--- src/rtl/fetch_unit.sv ---
// Fetch unit: front end of the 6502 core.
// Owns the program counter, the opcode register and the operand byte latches, and drives the
// memory address. Out of reset it reads the reset vector (low byte, then high byte) into the PC.
// After that it serves control_unit through its strobes.
module fetch_unit #(
    parameter logic [15:0] RESET_VECTOR = 16'hFFFC,
    parameter logic [7:0]  NOP_OPCODE   = 8'hEA
) (
    input  logic        clk,
    input  logic        rst,
    input  logic [7:0]  data_in,
    input  logic        instruction_load,
    input  logic        increment_pc,
    input  logic        pc_load,
    input  logic        operand_lo_load,
    input  logic        operand_hi_load,
    input  logic [1:0]  address_select,
    output logic [15:0] address,
    output logic [7:0]  opcode,
    output logic [7:0]  opcode_reg,
    output logic [7:0]  operand_lo,
    output logic [7:0]  operand_hi,
    output logic [15:0] pc,
    output logic        ready
);

    typedef enum logic [1:0] {
        StVecLo = 2'd0,
        StVecHi = 2'd1,
        StRun   = 2'd2
    } state_e;

    localparam logic [15:0] VectorHiAddr = RESET_VECTOR + 16'd1;

    localparam logic [1:0] SelPc       = 2'd0;
    localparam logic [1:0] SelZeroPage = 2'd1;
    localparam logic [1:0] SelAbsolute = 2'd2;

    state_e      state_q, state_d;
    logic [15:0] pc_q, pc_d;
    logic [7:0]  opcode_reg_q, opcode_reg_d;
    logic [7:0]  operand_lo_q, operand_lo_d;
    logic [7:0]  operand_hi_q, operand_hi_d;
    logic        in_run;

    assign in_run = (state_q == StRun);

    // State register; reset restarts the vector sequence from any state.
    always_ff @(posedge clk) begin
        if (rst) begin
            state_q <= StVecLo;
        end else begin
            state_q <= state_d;
        end
    end

    // Next-state logic: two vector cycles, then RUN until the next reset.
    always_comb begin
        state_d = state_q;
        unique case (state_q)
            StVecLo: state_d = StVecHi;
            StVecHi: state_d = StRun;
            StRun:   state_d = StRun;
            default: state_d = StVecLo;
        endcase
    end

    // Datapath registers; reset wins over every strobe.
    always_ff @(posedge clk) begin
        if (rst) begin
            pc_q         <= 16'h0000;
            opcode_reg_q <= NOP_OPCODE;
            operand_lo_q <= 8'h00;
            operand_hi_q <= 8'h00;
        end else begin
            pc_q         <= pc_d;
            opcode_reg_q <= opcode_reg_d;
            operand_lo_q <= operand_lo_d;
            operand_hi_q <= operand_hi_d;
        end
    end

    // Datapath next state: vector bytes into PC, then strobe-driven updates in RUN only.
    always_comb begin
        pc_d         = pc_q;
        opcode_reg_d = opcode_reg_q;
        operand_lo_d = operand_lo_q;
        operand_hi_d = operand_hi_q;
        unique case (state_q)
            StVecLo: pc_d[7:0]  = data_in;
            StVecHi: pc_d[15:8] = data_in;
            StRun: begin
                // Jump uses the operand values held before this edge.
                if (pc_load) begin
                    pc_d = {operand_hi_q, operand_lo_q};
                end else if (increment_pc) begin
                    pc_d = pc_q + 16'd1;
                end
                if (instruction_load) begin
                    opcode_reg_d = data_in;
                end
                if (operand_lo_load) begin
                    operand_lo_d = data_in;
                end
                if (operand_hi_load) begin
                    operand_hi_d = data_in;
                end
            end
            default: ;
        endcase
    end

    // Memory address: vector locations during the sequence, otherwise per address_select.
    always_comb begin
        address = pc_q;
        unique case (state_q)
            StVecLo: address = RESET_VECTOR;
            StVecHi: address = VectorHiAddr;
            StRun: begin
                case (address_select)
                    SelPc:       address = pc_q;
                    SelZeroPage: address = {8'h00, operand_lo_q};
                    SelAbsolute: address = {operand_hi_q, operand_lo_q};
                    default:     address = pc_q;
                endcase
            end
            default: address = pc_q;
        endcase
    end

    // Raw opcode is a NOP until RUN so control_unit idles in FETCH during the vector reads.
    assign opcode     = in_run ? data_in : NOP_OPCODE;
    assign opcode_reg = opcode_reg_q;
    assign operand_lo = operand_lo_q;
    assign operand_hi = operand_hi_q;
    assign pc         = pc_q;
    assign ready      = in_run;

endmodule
--- config.mk ---
export PLATFORM = sky130hd
export DESIGN_NAME = fetch_unit
export DESIGN_NICKNAME = d
export VERILOG_FILES = /design/src/rtl/fetch_unit.sv
export SDC_FILE = /design/constraint.sdc
export NUM_CORES = 1
export LEC_CHECK = 0
export CAP_MARGIN = 20
export CORE_ASPECT_RATIO = 1.1
export CORE_MARGIN = 3
export CORE_UTILIZATION = 43
export CTS_CLUSTER_DIAMETER = 150
export CTS_CLUSTER_SIZE = 20
export DETAILED_ROUTE_END_ITERATION = 16
export PLACE_DENSITY = 0.86
export SYNTH_ARGS = -nofsm -noshare
export SYNTH_HDL_FRONTEND = slang
export SYNTH_SLANG_ARGS = --single-unit
--- constraint.sdc ---
create_clock -name clk -period 2.2 [get_ports clk]
set_input_delay 0.55 -clock clk [delete_from_list [all_inputs] [get_ports clk]]
set_output_delay 0.55 -clock clk [all_outputs]
set_load 0.01 [all_outputs]
### Word level (Yosys, flattened, before mapping)

Cells that the tools add are included.

| storage, ports and cells | value |
|---|---|
| bits in registers | 42 |
| bits in latches | 0 |
| bits in writable memories | 0 |
| memory bits (read-only) | 0 |
| output and inout bits | 65 |
| logic and storage cells | 29 |
| memories kept | 0 |

| operators by class | value |
|---|---|
| $add $sub $neg | 1 |
| $mul | 0 |
| div/mod/pow operators | 0 |
| magnitude comparators | 0 |
| equality and inequality tests | 5 |
| shifts and indexed selects | 0 |
| mux-type cells | 8 |
| bitwise logic cells | 0 |
| reduce and logical (&&, ||, !) cells | 9 |

Operators with widths:

| cell | number |
|---|---|
| one-hot mux 16 bit (3 select lines) | 1 |
| two-way mux 16 bit | 2 |
| one-hot mux 16 bit (2 select lines) | 1 |
| one-hot mux 8 bit (2 select lines) | 2 |
| adder 16 x 1 -> 16 bit (second input constant) | 1 |
| AND reduction 2 bit | 5 |
| two-way mux 8 bit | 1 |
| equality test 2 x 1 -> 1 bit (second input constant) | 2 |
| equality test 2 bit (second input constant) | 2 |
| one-hot mux 2 bit (2 select lines) | 1 |
| nonzero test 2 bit | 2 |
| != test 3 bit (second input constant) | 1 |
| logical NOT 2 bit | 1 |
| OR reduction 2 bit | 1 |

### Longest topological paths before layout

| depth | value |
|---|---|
| depth in word-level cells | 4 |
| mapped depth | 8 |
| mapped depth without buffers | 6 |

### Least setup slack after synthesis

No wires, ideal clock.

| path | value |
|---|---|
| path type | in2out |
| from | input address_select[0] |
| to | output address[2] |
| arrival time | 1851 ps |
| data required time | 1650 ps |
| setup slack | -201 ps |
| stages on the path | 7 |
| cells stage by stage | inv_1 ha_1 clkbuf_1 a21oi_1 clkbuf_1 nor2_1 a21oi_1 |

| on the way | value |
|---|---|
| longest elaborated chain between the ends | 3 |

RTL lines:

| item | line | source |
|---|---|---|
| from (decl) | 17 | `input logic [1:0] address_select,` |
| equality test 2 bit / equality test 2 x 1 -> 1 bit (equally long branches) | 120 | `case (address_select)` |
| one-hot mux 16 bit (2 select lines) (*) | 120 |  |
| one-hot mux 16 bit (3 select lines) (*) | 116 | `unique case (state_q)` |
| to (decl) | 18 | `output logic [15:0] address,` |

Mark *: on every way between the ends. The rest lies on a longest branch, timed or not.

### Final worst setup path

| path | value |
|---|---|
| from | register state_q[0] |
| to | output address[3] |

| on the way | value |
|---|---|
| longest elaborated chain between the ends | 2 |

RTL lines:

| item | line | source |
|---|---|---|
| from (decl) | 39 | `state_e state_q, state_d;` |
| from (signal assigned) | 51 | `state_q <= StVecLo;` |
| from (signal assigned) | 53 | `state_q <= state_d;` |
| equality test 2 bit, or another cell as far along | 116 |  |
| one-hot mux 16 bit (3 select lines) (*) | 116 |  |

Marked as above.

==> impl_results.rst <==
.. list-table::
   :header-rows: 1

   * - Metric
     - Value
   * - Critical path launch point type
     - flip-flop
   * - Via count of the routed design
     - about 3500
   * - Hold Path Sink
     - opcode_reg[0]
   * - Total negative setup slack
     - -1730 ps
   * - Final max-slew violation count
     - 0
   * - Clock period minus worst slack
     - ~2400 ps
   * - Iter 0 DRT Violations
     - 445
   * - Final cycle utilization of the critical path
     - 108%
   * - Leading cell types in the layout, fill and taps excluded
     - clkdlybuf4s50_1 (54), buf_4 (51), nand2_1 (43)
   * - Count of placed standard cells in the final layout, fillers left out
     - 580
   * - Leading cell type in the layout, fill and taps excluded
     - clkdlybuf4s50_1
   * - NumNets Final
     - 524
   * - Leakage component of the power
     - 1.59 nW
   * - Worst hold-check path type
     - flip-flop to flip-flop
   * - Area of the core
     - 6230 um^2
   * - Fraction of layout instances using a drive strength above 1
     - 24.2%
   * - Worst setup path class
     - flip-flop to primary output
   * - Clock slew at the register clock pins of the worst setup and hold paths
     - around 90 ps
   * - Main synth FF type
     - dfxtp_1
   * - Count of port buffers added during placement
     - ~80
   * - Reg2reg setup slack
     - roughly 40 ps
   * - Run status
     - finished, violations left
   * - Number of nets with antenna violations after detailed routing
     - 0
   * - Final routed wire length divided by cell count
     - roughly 19 um
   * - Final Wtd Congestion
     - approximately 0.97
   * - Hold buffer count at CTS
     - 0
   * - Worst hold margin
     - 471 ps
   * - Violated checks
     - negative setup slack
   * - Number of distinct standard cells referenced by the synthesized netlist
     - between 50 and 60
   * - Worst max-slew margin expressed relative to the limit
     - between 60 and 70%
   * - Required @ worst endpoint
     - between 1500 and 2000 ps
   * - Via count of the first global-routing pass
     - ~3500
   * - Arrival time at the worst endpoint
     - about 1800 ps
   * - Die span in x
     - about 83 um
   * - Number of top-level pins
     - about 80
   * - Global Route Usage Sum
     - 28.9%
   * - DRC Markers
     - 0
   * - Clock tree from TritonCTS
     - yes
   * - FP Rows
     - 30
   * - Power per standard cell area
     - between 800 and 900 nW/um^2
   * - Maximum buffer depth of the clock tree
     - 2
   * - Average instance area after synthesis
     - a little over 7 um^2
   * - Worst min-delay path startpoint
     - opcode_reg[0]
   * - Register cell area after layout
     - about 850 um^2
   * - Reg2reg end
     - pc[10]
   * - Sum of net half-perimeters after detailed placement
     - roughly 7600 um
   * - Via density per instance
     - around 6.1
   * - Maximum number of pins on one net before global-route repair
     - 34
   * - Starting utilization of the core area
     - approximately 45%
   * - Dpl ws
     - -1050 ps
   * - Antenna diode count
     - 0
   * - Number of violations of the max-capacitance limit
     - 0
   * - Synth Net Count
     - 407
   * - Total power after layout
     - between 3 and 4 mW
   * - Max reg flops
     - 16
   * - Number of H-tree levels
     - 2
   * - Share of async-settable or async-resettable flops after synthesis
     - 0%
   * - Leftover overflow at the end of global routing
     - 0
   * - Peak supply drop
     - 466 uV
   * - EDFF count, synth
     - 0
   * - Post-detailed-placement cell area
     - between 3000 and 4000 um^2
   * - Number of instances in the synthesized netlist
     - 383
   * - Worst Setup End Kind
     - primary output
   * - First-pass iteration count of the detailed router
     - 5
   * - Number of synthesized register bits
     - 42
   * - Hold Path Stages
     - 2
   * - Total clock buffers created by CTS
     - 5
   * - Critical path origin
     - state_q[0]
   * - Final Setup Violations
     - 16
   * - Setup repair after global routing missed its margin
     - true
   * - Height of the die
     - between 90 and 100 um
   * - Count of warnings emitted by yosys
     - 0
   * - Slew at the pin closest to its max-slew limit
     - ~450 ps
   * - Post-placement cell count
     - between 500 and 600
   * - Number of antenna violations at the first check in global routing
     - 0
   * - Area delta synth->final
     - 53.7%
   * - Clock root buffer
     - clkbuf_8
   * - Logic depth of the worst register-to-register path
     - 10
   * - Fmax
     - ~420 MHz
   * - Total clock sinks
     - 42
   * - Final Worst Setup Slack
     - -174 ps
   * - Total standard cell area after synthesis
     - around 2800 um^2
   * - Sequential share of the synthesized area
     - 30.3%
   * - Post-layout utilization of the core
     - 68.4%
   * - Final design instance area without fill
     - about 4300 um^2
   * - Largest clock skew in the final design
     - 4.67 ps
   * - Wire length of the first global-routing pass
     - 17000 um
   * - Final Hold Vio Count
     - 0
   * - Die ar.
     - approximately 7500 um^2
   * - Final routed wirelength across all metal layers
     - 10900 um
   * - Origin of the critical flop-to-flop path
     - state_q[0]
   * - Top fanout value on the critical path
     - 5
   * - Area occupied by multi-input gates
     - about 1900 um^2
   * - Fill cells
     - 501
   * - Clock insertion delay at the later pin of the skew report
     - 300 ps
critical path: stages (launching register included):
cell,delay (ps)
dfxtp_4,390
inv_4,50
ha_4,160
nor3_4,270
a21oi_4,110
buf_12,140
buf_12,130
nor2_4,80
a21oi_1,40
buf_2,140
routing by layer:
layer / GRT usage (%) / up-vias / part of all wire [%]
met5: 0 / - / 0
li1: - / 1616 / -
met1: 35.6 / 1657 / 38
met3: 7.09 / 45 / 10
met2: 46.4 / 229 / 48
met4: 13.5 / 0 / 3.9
cells in the mapped netlist (3+ instances only):
library cell | instances | area share (%)
a21oi_1 | 45 | 8.1
mux2i_1 | 4 | 1.4
dfxtp_1 | 42 | 30
buf_2 | 4 | 0.72
and2_1 | 5 | 1.1
nand4_1 | 8 | 1.8
nor2_1 | 23 | 3.1
nor3_1 | 9 | 1.6
o21a_1 | 8 | 2.2
nor2b_1 | 16 | 3.6
nand2b_1 | 10 | 2.3
a32o_1 | 4 | 1.4
a211oi_1 | 4 | 1.1
clkbuf_1 | 22 | 3.0
o311ai_0 | 5 | 1.6
ha_1 | 7 | 3.2
nand2_1 | 43 | 5.8
nand3_1 | 39 | 7.0
nor4_1 | 4 | 0.90
o21ai_0 | 28 | 5.0
o22a_1 | 3 | 0.95
inv_1 | 12 | 1.6
area by class of cell:
class                           count  area share [%]
Multi-Input combinational cell    297            44.4
Timing Repair Buffer              142            29.5
Sequential cell                    42            19.9
Tap cell                           80            2.35
Clock buffer                        6            1.94
Inverter                           12            1.23
Clock inverter                      1           0.704
what timing repair did:
| action | CTS | global route |
|---|---|---|
| setup buffers | 3 | 3 |
| gates resized for setup | 124 | 36 |
| endpoints found under the setup margin | 27 | 22 |
| pin swaps | 13 | 7 |
| hold endpoints to repair | 0 | 0 |
| gates cloned | 0 | 1 |
worst max path at each step:
stage	to	cells past startpoint	slack (ps)
finish	address[3]	9	-170
global route	address[3]	9	-200
CTS	address[12]	6	-110
detailed placement	address[0]	7	-1050
global placement	address[0]	7	-990
floorplan	address[2]	7	-30
power by group:
group          total (mW)  switching, mW  leakage [nW]  internal (mW)
Sequential           1.04          0.177         0.345          0.863
Clock               0.647          0.284        0.0573          0.364
Combinational        1.77          0.897          1.19          0.874
Total                3.46           1.36          1.59           2.10
kinds of logic after synthesis:
logic type               Yosys count  share of synthesized area, %
XOR/XNOR                           2                         0.631
buffers and inverters             44                          7.35
adder cells (fa/ha/maj)            7                          3.16
flip-flops                        42                          30.3
AND/OR/NAND/NOR                  167                          30.3
AO/OA/AOI/OAI                    116                          26.5
multiplexers                       5                          1.85
No activity file was read; power rests on OpenSTA's default activity.
